### config.mk
export PLATFORM = sky130hd
export DESIGN_NAME = lcd_fb_prefetch_ctrl
export DESIGN_NICKNAME = d
export VERILOG_FILES = /design/src/rtl/lcd_pkg.sv /design/src/rtl/lcd_vsync_edge.sv /design/src/rtl/lcd_fb_prefetch_ctrl.sv
export SDC_FILE = /design/constraint.sdc
export NUM_CORES = 1
export LEC_CHECK = 0
export CAP_MARGIN = 20
export CORE_ASPECT_RATIO = 1.5
export CORE_MARGIN = 3
export CORE_UTILIZATION = 45
export DETAILED_ROUTE_END_ITERATION = 10
export PLACE_DENSITY = 0.67
export SETUP_SLACK_MARGIN = 0.4
export SLEW_MARGIN = 20
export SYNTH_ARGS = -nofsm -noshare
export SYNTH_HDL_FRONTEND = slang
export SYNTH_SLANG_ARGS = --single-unit
### constraint.sdc
create_clock -name lcd_clk -period 3.3 [get_ports lcd_clk]
set_input_delay 0.33 -clock lcd_clk [delete_from_list [all_inputs] [get_ports lcd_clk]]
set_output_delay 0.33 -clock lcd_clk [all_outputs]
set_load 0.02 [all_outputs]
### src/rtl/lcd_pkg.sv
// lcd_pkg: shared types and constants for the LCD frame-buffer prefetch path
package lcd_pkg;
  typedef enum logic [2:0] {IDLE, FLUSH, CHECK, REQ, XFER, DRAIN, DONE} state_t;
  typedef logic [10:0] disp_dim_t;
  function automatic int ppw(input int data_w);
    return data_w / 16;
  endfunction
  function automatic int ppw_log2(input int data_w);
    return $clog2(data_w / 16);
  endfunction
endpackage

### src/rtl/lcd_vsync_edge.sv
// lcd_vsync_edge: registers out_vsync and flags its rising edge as frame start
module lcd_vsync_edge (
  input  logic lcd_clk,
  input  logic sys_rst_n,
  input  logic out_vsync,
  output logic fs
);
  logic vs_q;
  // reset high so a vsync already asserted at reset release is not taken as an edge
  always_ff @(posedge lcd_clk or negedge sys_rst_n)
    if (!sys_rst_n) vs_q <= 1'b1;
    else vs_q <= out_vsync;
  assign fs = out_vsync & ~vs_q;
endmodule

### src/rtl/lcd_fb_prefetch_ctrl.sv
// lcd_fb_prefetch_ctrl: frame-buffer burst scheduler feeding the LCD pixel FIFO (optional stats: LCD_PREFETCH_STATS_EN)
module lcd_fb_prefetch_ctrl
  import lcd_pkg::*;
#(
  parameter int          DATA_W    = 128,
  parameter int          ADDR_W    = 28,
  parameter int unsigned BASE_ADDR = 0,
  parameter int          BURST_LEN = 64,
  parameter int          FIFO_AW   = 9,
  parameter int          LOW_WM    = 256,
  parameter int          FLUSH_CYC = 4
) (
  input  logic               lcd_clk,
  input  logic               sys_rst_n,
  input  disp_dim_t          h_disp,
  input  disp_dim_t          v_disp,
  input  logic               out_vsync,
  input  logic               data_req,
  input  logic [FIFO_AW:0]   fifo_level,
  input  logic               fifo_empty,
  output logic               rd_req,
  input  logic               rd_ack,
  output logic [ADDR_W-1:0]  rd_addr,
  output logic [7:0]         rd_len,
  input  logic               rd_done,
  output logic               fifo_flush,
  output logic               frame_busy,
  output logic               underflow
`ifdef LCD_PREFETCH_STATS_EN
  ,
  output logic [15:0]        ufl_cnt,
  output logic [15:0]        frame_cnt
`endif
);
  localparam int                PPW_L2 = ppw_log2(DATA_W);
  localparam int                FC_W   = $clog2(FLUSH_CYC) + 1;
  localparam logic [ADDR_W-1:0] BASE   = ADDR_W'(BASE_ADDR);
  localparam logic [21:0]       BL     = 22'(BURST_LEN);
  localparam logic [FIFO_AW:0]  WM     = (FIFO_AW+1)'(LOW_WM);
  localparam logic [FC_W-1:0]   FC_END = FC_W'(FLUSH_CYC - 1);

  state_t            state_q, state_d;
  logic [21:0]       words_q, words_d, rem_q, rem_d, prod;
  logic [ADDR_W-1:0] addr_q, addr_d;
  logic [7:0]        len_q, len_d;
  logic [FC_W-1:0]   fcnt_q, fcnt_d;
  logic              busy_q, busy_d, ufl_q, ufl_d, fs, ufl_hit;

  lcd_vsync_edge u_vsync_edge (
    .lcd_clk   (lcd_clk),
    .sys_rst_n (sys_rst_n),
    .out_vsync (out_vsync),
    .fs        (fs)
  );

  assign prod    = 22'(h_disp) * 22'(v_disp);
  assign ufl_hit = data_req & fifo_empty & (busy_q | state_q == DONE);

  // frame-start latching of the word count, underflow flag and burst FSM next state
  always_comb begin
    words_d = (fs && state_q != FLUSH && state_q != DRAIN) ? prod >> PPW_L2 : words_q;
    ufl_d   = (state_q == FLUSH) ? 1'b0 : ufl_q | ufl_hit;
    state_d = state_q;
    fcnt_d  = fcnt_q;
    addr_d  = addr_q;
    rem_d   = rem_q;
    len_d   = len_q;
    busy_d  = busy_q;
    case (state_q)
      IDLE, DONE: if (fs) state_d = FLUSH;
      FLUSH: begin
        busy_d = 1'b1;
        fcnt_d = fcnt_q + 1'b1;
        if (fcnt_q == FC_END) begin
          state_d = CHECK;
          fcnt_d  = '0;
          addr_d  = BASE;
          rem_d   = words_q;
        end
      end
      CHECK:
        if (fs) state_d = FLUSH;
        else if (rem_q == '0) begin
          state_d = DONE;
          busy_d  = 1'b0;
        end else if (fifo_level <= WM) begin
          state_d = REQ;
          len_d   = 8'((rem_q < BL) ? rem_q : BL);
        end
      REQ:
        if (rd_ack) begin
          state_d = fs ? DRAIN : XFER;
          addr_d  = addr_q + ADDR_W'(len_q);
          rem_d   = rem_q - 22'(len_q);
        end else if (fs) state_d = FLUSH;
      // a frame start coinciding with the final beat needs no drain: nothing is left in flight
      XFER:
        if (rd_done) state_d = fs ? FLUSH : CHECK;
        else if (fs) state_d = DRAIN;
      DRAIN: if (rd_done) state_d = FLUSH;
      default: state_d = IDLE;
    endcase
  end

  // controller state registers
  always_ff @(posedge lcd_clk or negedge sys_rst_n)
    if (!sys_rst_n) begin
      state_q <= IDLE;
      words_q <= '0;
      rem_q   <= '0;
      addr_q  <= BASE;
      len_q   <= '0;
      fcnt_q  <= '0;
      busy_q  <= 1'b0;
      ufl_q   <= 1'b0;
    end else begin
      state_q <= state_d;
      words_q <= words_d;
      rem_q   <= rem_d;
      addr_q  <= addr_d;
      len_q   <= len_d;
      fcnt_q  <= fcnt_d;
      busy_q  <= busy_d;
      ufl_q   <= ufl_d;
    end

  assign rd_req     = state_q == REQ;
  assign rd_addr    = addr_q;
  assign rd_len     = len_q;
  assign fifo_flush = state_q == FLUSH;
  assign frame_busy = busy_q;
  assign underflow  = ufl_q;

`ifdef LCD_PREFETCH_STATS_EN
  logic [15:0] ufl_cnt_q, ufl_cnt_d, frame_cnt_q, frame_cnt_d;

  // underflow cycles saturate and restart with the flush; completed frames wrap
  always_comb begin
    ufl_cnt_d   = (state_q == FLUSH) ? '0 : ufl_cnt_q + 16'((ufl_hit && ufl_cnt_q != '1) ? 1 : 0);
    frame_cnt_d = frame_cnt_q + 16'((state_d == DONE && state_q != DONE) ? 1 : 0);
  end

  // statistics registers
  always_ff @(posedge lcd_clk or negedge sys_rst_n)
    if (!sys_rst_n) begin
      ufl_cnt_q   <= '0;
      frame_cnt_q <= '0;
    end else begin
      ufl_cnt_q   <= ufl_cnt_d;
      frame_cnt_q <= frame_cnt_d;
    end

  assign ufl_cnt   = ufl_cnt_q;
  assign frame_cnt = frame_cnt_q;
`endif
endmodule

==> metrics.csv <==
stage;metric;value;unit
place;post-dp-hpwl;17650;µm
die;die_h;178.7;µm
worst_setup_path;regToRegStartpoint;rd_len[1];
run_status;violations;setup timing;
timing;holdWs;0.4787;ns
grt;grt_pass1_vias;7958;
worst_setup_path;cp.arrival;4.64;ns
run;drv_cap;0;
clocking;cts.sink_count;86;
hold_path;min_path_type;input port to asynchronous set/reset pin;
power_and_ir_drop;clockPowerShare;0.090;
synthesis;synthFlopType;dfrtp_1;
timing;hold_viol_final;0;
timing;tns;-14.45;ns
place;dp_cells;1398;
synthesis;avgSynthCellArea;8.908;µm²
route;routed_wl;21660;µm
power_and_ir_drop;p_total;11.06;mW
clocking;cts_root_buf;clkbuf_16;
grt;grt_max_degree;34;
clocking;clkTransAtPathRegs;0.06;ns
clocking;numCtsBuffers;9;
synthesis;ys_ff_latch;86;
worst_setup_path;critPathKind;input port to flop;
timing;relSlewSlack;0.4216;
timing;worst_slew_pin_slew;0.8617;ns
synthesis;netlist_instances;1004;
worst_setup_path;cp-start-kind;input port;
worst_setup_path;crit_fanout;5;
die;fp.dieW;121.1;µm
route;wl_per_cell;15.09;µm
worst_setup_path;rrSetupSlack;0.68;ns
timing;worst_clock_skew;0.007422;ns
synthesis;postSynth.asyncResetShare;1.000;
synthesis;syn_area;8944;µm²
synthesis;yosys_warnings;0;
timing;setup_viol;16;
worst_setup_path;crit_path_end_kind;flop;
power_and_ir_drop;seq_power_share;0.160;
timing;timing.final.ws_setup;-1.126;ns
synthesis;synth_edf_count;0;
cells_and_area;post-route-util;0.6068;
timing;maxSlewViolCount;0;
power_and_ir_drop;leakage;5.426;nW
timing;max_freq;225.9;MHz
timing;period_needed;4.426;ns
die;coreArea;19320;µm²
cells_and_area;layout-drive-gt1-share;0.2375;
synthesis;synth_cell_type_count;73;
die;pin_count;79;
route;vias;7622;
power_and_ir_drop;netSwitchingPower;4.858;mW
cells_and_area;finish.instance_area;11720;µm²
power_and_ir_drop;internal_power;6.201;mW
worst_setup_path;ff2ff_path_depth;8;
clocking;clock_path_buffers;2;
synthesis;synthTopCellsByArea;dfrtp_1 (24%), fa_1 (18%), ha_1 (10%), and2_1 (5.3%), inv_1 (5.0%);
place;dpl-instance-area;10930;µm²
die;core.rowCount;62;
cells_and_area;num-fill-cells;1632;
timing;period_share;1.341;
grt;antenna_found_initial;0;
route;first_iter_violations;272;
power_and_ir_drop;powerDensity;943.5;nW/µm²
route;viasPerCell;5.311;
synthesis;yosysSeqAreaShare;0.2408;
die;fp.dieArea;21640;µm²
place;place.gp.congestion;0.8832;
clocking;cts_htree_levels;3;
place;dp_slack;-1.975;ns
grt;grt_overflow;0;
worst_setup_path;required;3.51;ns
grt;grt_pass1_wl;36650;µm
grt;groute.usage.overall;0.2058;
synthesis;yosysTopAreaCell;dfrtp_1;
clocking;cts_tree;done;
power_and_ir_drop;ir_drop;563.5;µV
place;numPortBuffers;78;
power_and_ir_drop;p_sw_frac;0.4393;
route;drc_errors;0;
run_status;status;finished with violations;
die;start_util;0.4630;
cells_and_area;syn_to_final_growth;31.06;%
power_and_ir_drop;p_comb_frac;0.749;
cells_and_area;nNetsFinal;1371;
worst_setup_path;r2r_end;rem_q[19];
cells_and_area;finalNonFillerCells;1435;
clocking;clock_latency;0.33;ns
synthesis;syn_nets;1200;
route;drt_pre_antenna_iters;5;
route;ant_nets;0;
cells_and_area;diodes;0;
timing;rsz0062_at_grt;yes;
synthesis;synth_top_area_share;0.2378;
## what timing repair did
action,CTS,global route
hold buffers,1,0
setup buffers,16,5
gates resized for setup,154,36
endpoints found under the setup margin,18,19
hold endpoints to repair,31,0
pin swaps,67,32
## flip-flops by register name (all words and copies together), names as in the netlist
name / cells
fcnt_q: 3
frame_busy: 1
rd_addr: 28
rd_len: 8
rem_q: 22
state_q: 3
u_vsync_edge.vs_q: 1
underflow: 1
words_q: 19
## worst max-delay path, stage by stage
cell and delay, ns:
buf_6 0.07, buf_6 0.10, buf_6 0.11, nand2_4 0.05
fa_1 0.56, fa_2 0.45, fa_1 0.49, inv_1 0.05
fa_1 0.49, inv_2 0.04, fa_1 0.51, inv_2 0.05
ha_4 0.27, a21oi_4 0.05, o21a_1 0.22, o31ai_2 0.21
a211o_1 0.24, o211ai_1 0.10, a221o_1 0.27
## synth_stat cells, types with 4 or more instances
library cell	instances
mux2i_1	13
a31oi_1	4
a21oi_1	42
o31ai_1	8
and2_1	76
and4_1	5
nor4_1	9
nand2b_1	5
and3_1	7
fa_1	82
or4_1	4
nor2b_1	6
nor3b_1	4
a21o_1	16
o21ai_0	43
mux2_2	4
or3_1	4
o21a_1	13
nand3_1	21
nor3_1	21
inv_1	120
a221oi_1	4
nand4_1	18
nor2_1	47
xor2_1	26
dfrtp_1	85
clkbuf_1	36
nand2_1	119
o2111ai_1	4
xnor2_1	10
o211ai_1	8
ha_1	75
buf_2	4
a221o_1	5
## power by group through the flow
stage	Clock [mW]	Combinational [mW]	Sequential [mW]
2_1_floorplan	0	4.81	1.77
3_3_place_gp	0	7.17	1.77
3_5_place_dp	0	7.26	1.79
4_1_cts	1.02	7.89	1.77
5_1_grt	1.05	9.15	1.83
6_report	0.998	8.29	1.77
## placed cells by master (no fill, tap or decap), types with 19 or more instances in the layout
master | netlist | routed
nor3_1 | 21 | 21
and2_1 | 76 | 67
buf_4 | 0 | 102
o21ai_0 | 43 | 30
inv_1 | 120 | 102
ha_1 | 75 | 56
fa_1 | 82 | 76
nand3_1 | 21 | 19
a21oi_1 | 42 | 31
buf_6 | 1 | 26
clkdlybuf4s50_1 | 0 | 56
nor2_1 | 47 | 46
dfrtp_1 | 85 | 85
nand2_1 | 119 | 99
xor2_1 | 26 | 26
## kinds of logic (layout without fill, tap and decap cells)
kind of cell | after synthesis | after routing | synth area share
simple gates | 363 | 363 | 0.2094
compound gates | 181 | 181 | 0.1343
buf+inv | 163 | 338 | 0.07093
fa+ha+maj | 157 | 157 | 0.2885
flops | 86 | 86 | 0.2408
xor+xnor | 36 | 36 | 0.03525
mux | 18 | 18 | 0.02084
## routing by layer
metal  wire length [µm]  track usage  vias to the layer above  part of all wire
li1                   -            -                     3742                 -
met1               8378       0.2223                     3669              0.39
met2              11770       0.3983                      152              0.54
met3                494      0.01357                       59             0.023
met4               1018       0.1035                        0             0.047
met5                  0            0                        -                 0
## cell type report
cell class / instances / area (µm²) / share of cell area
multi-input cells: 755 / 6733 / 0.5744
well taps: 256 / 320.3 / 0.02733
clock buffers: 11 / 242.7 / 0.02071
flip-flops and latches: 86 / 2153 / 0.1837
clock inverters: 4 / 47.55 / 0.004056
inverters: 120 / 450.4 / 0.03843
repair buffers: 203 / 1774 / 0.1514
## worst max path at each step
stage	startpoint	to	slack, ns	cells after the start
final	v_disp[2]	words_q[17]	-1.13	19
after global routing	v_disp[2]	words_q[13]	-1.26	21
after CTS	v_disp[3]	words_q[17]	-1.24	19
after detailed placement	h_disp[2]	words_q[15]	-1.98	18
after global placement	h_disp[2]	words_q[18]	-1.93	17
after floorplan	v_disp[8]	words_q[17]	-1.19	16
Power figures use the tool's default switching activity.
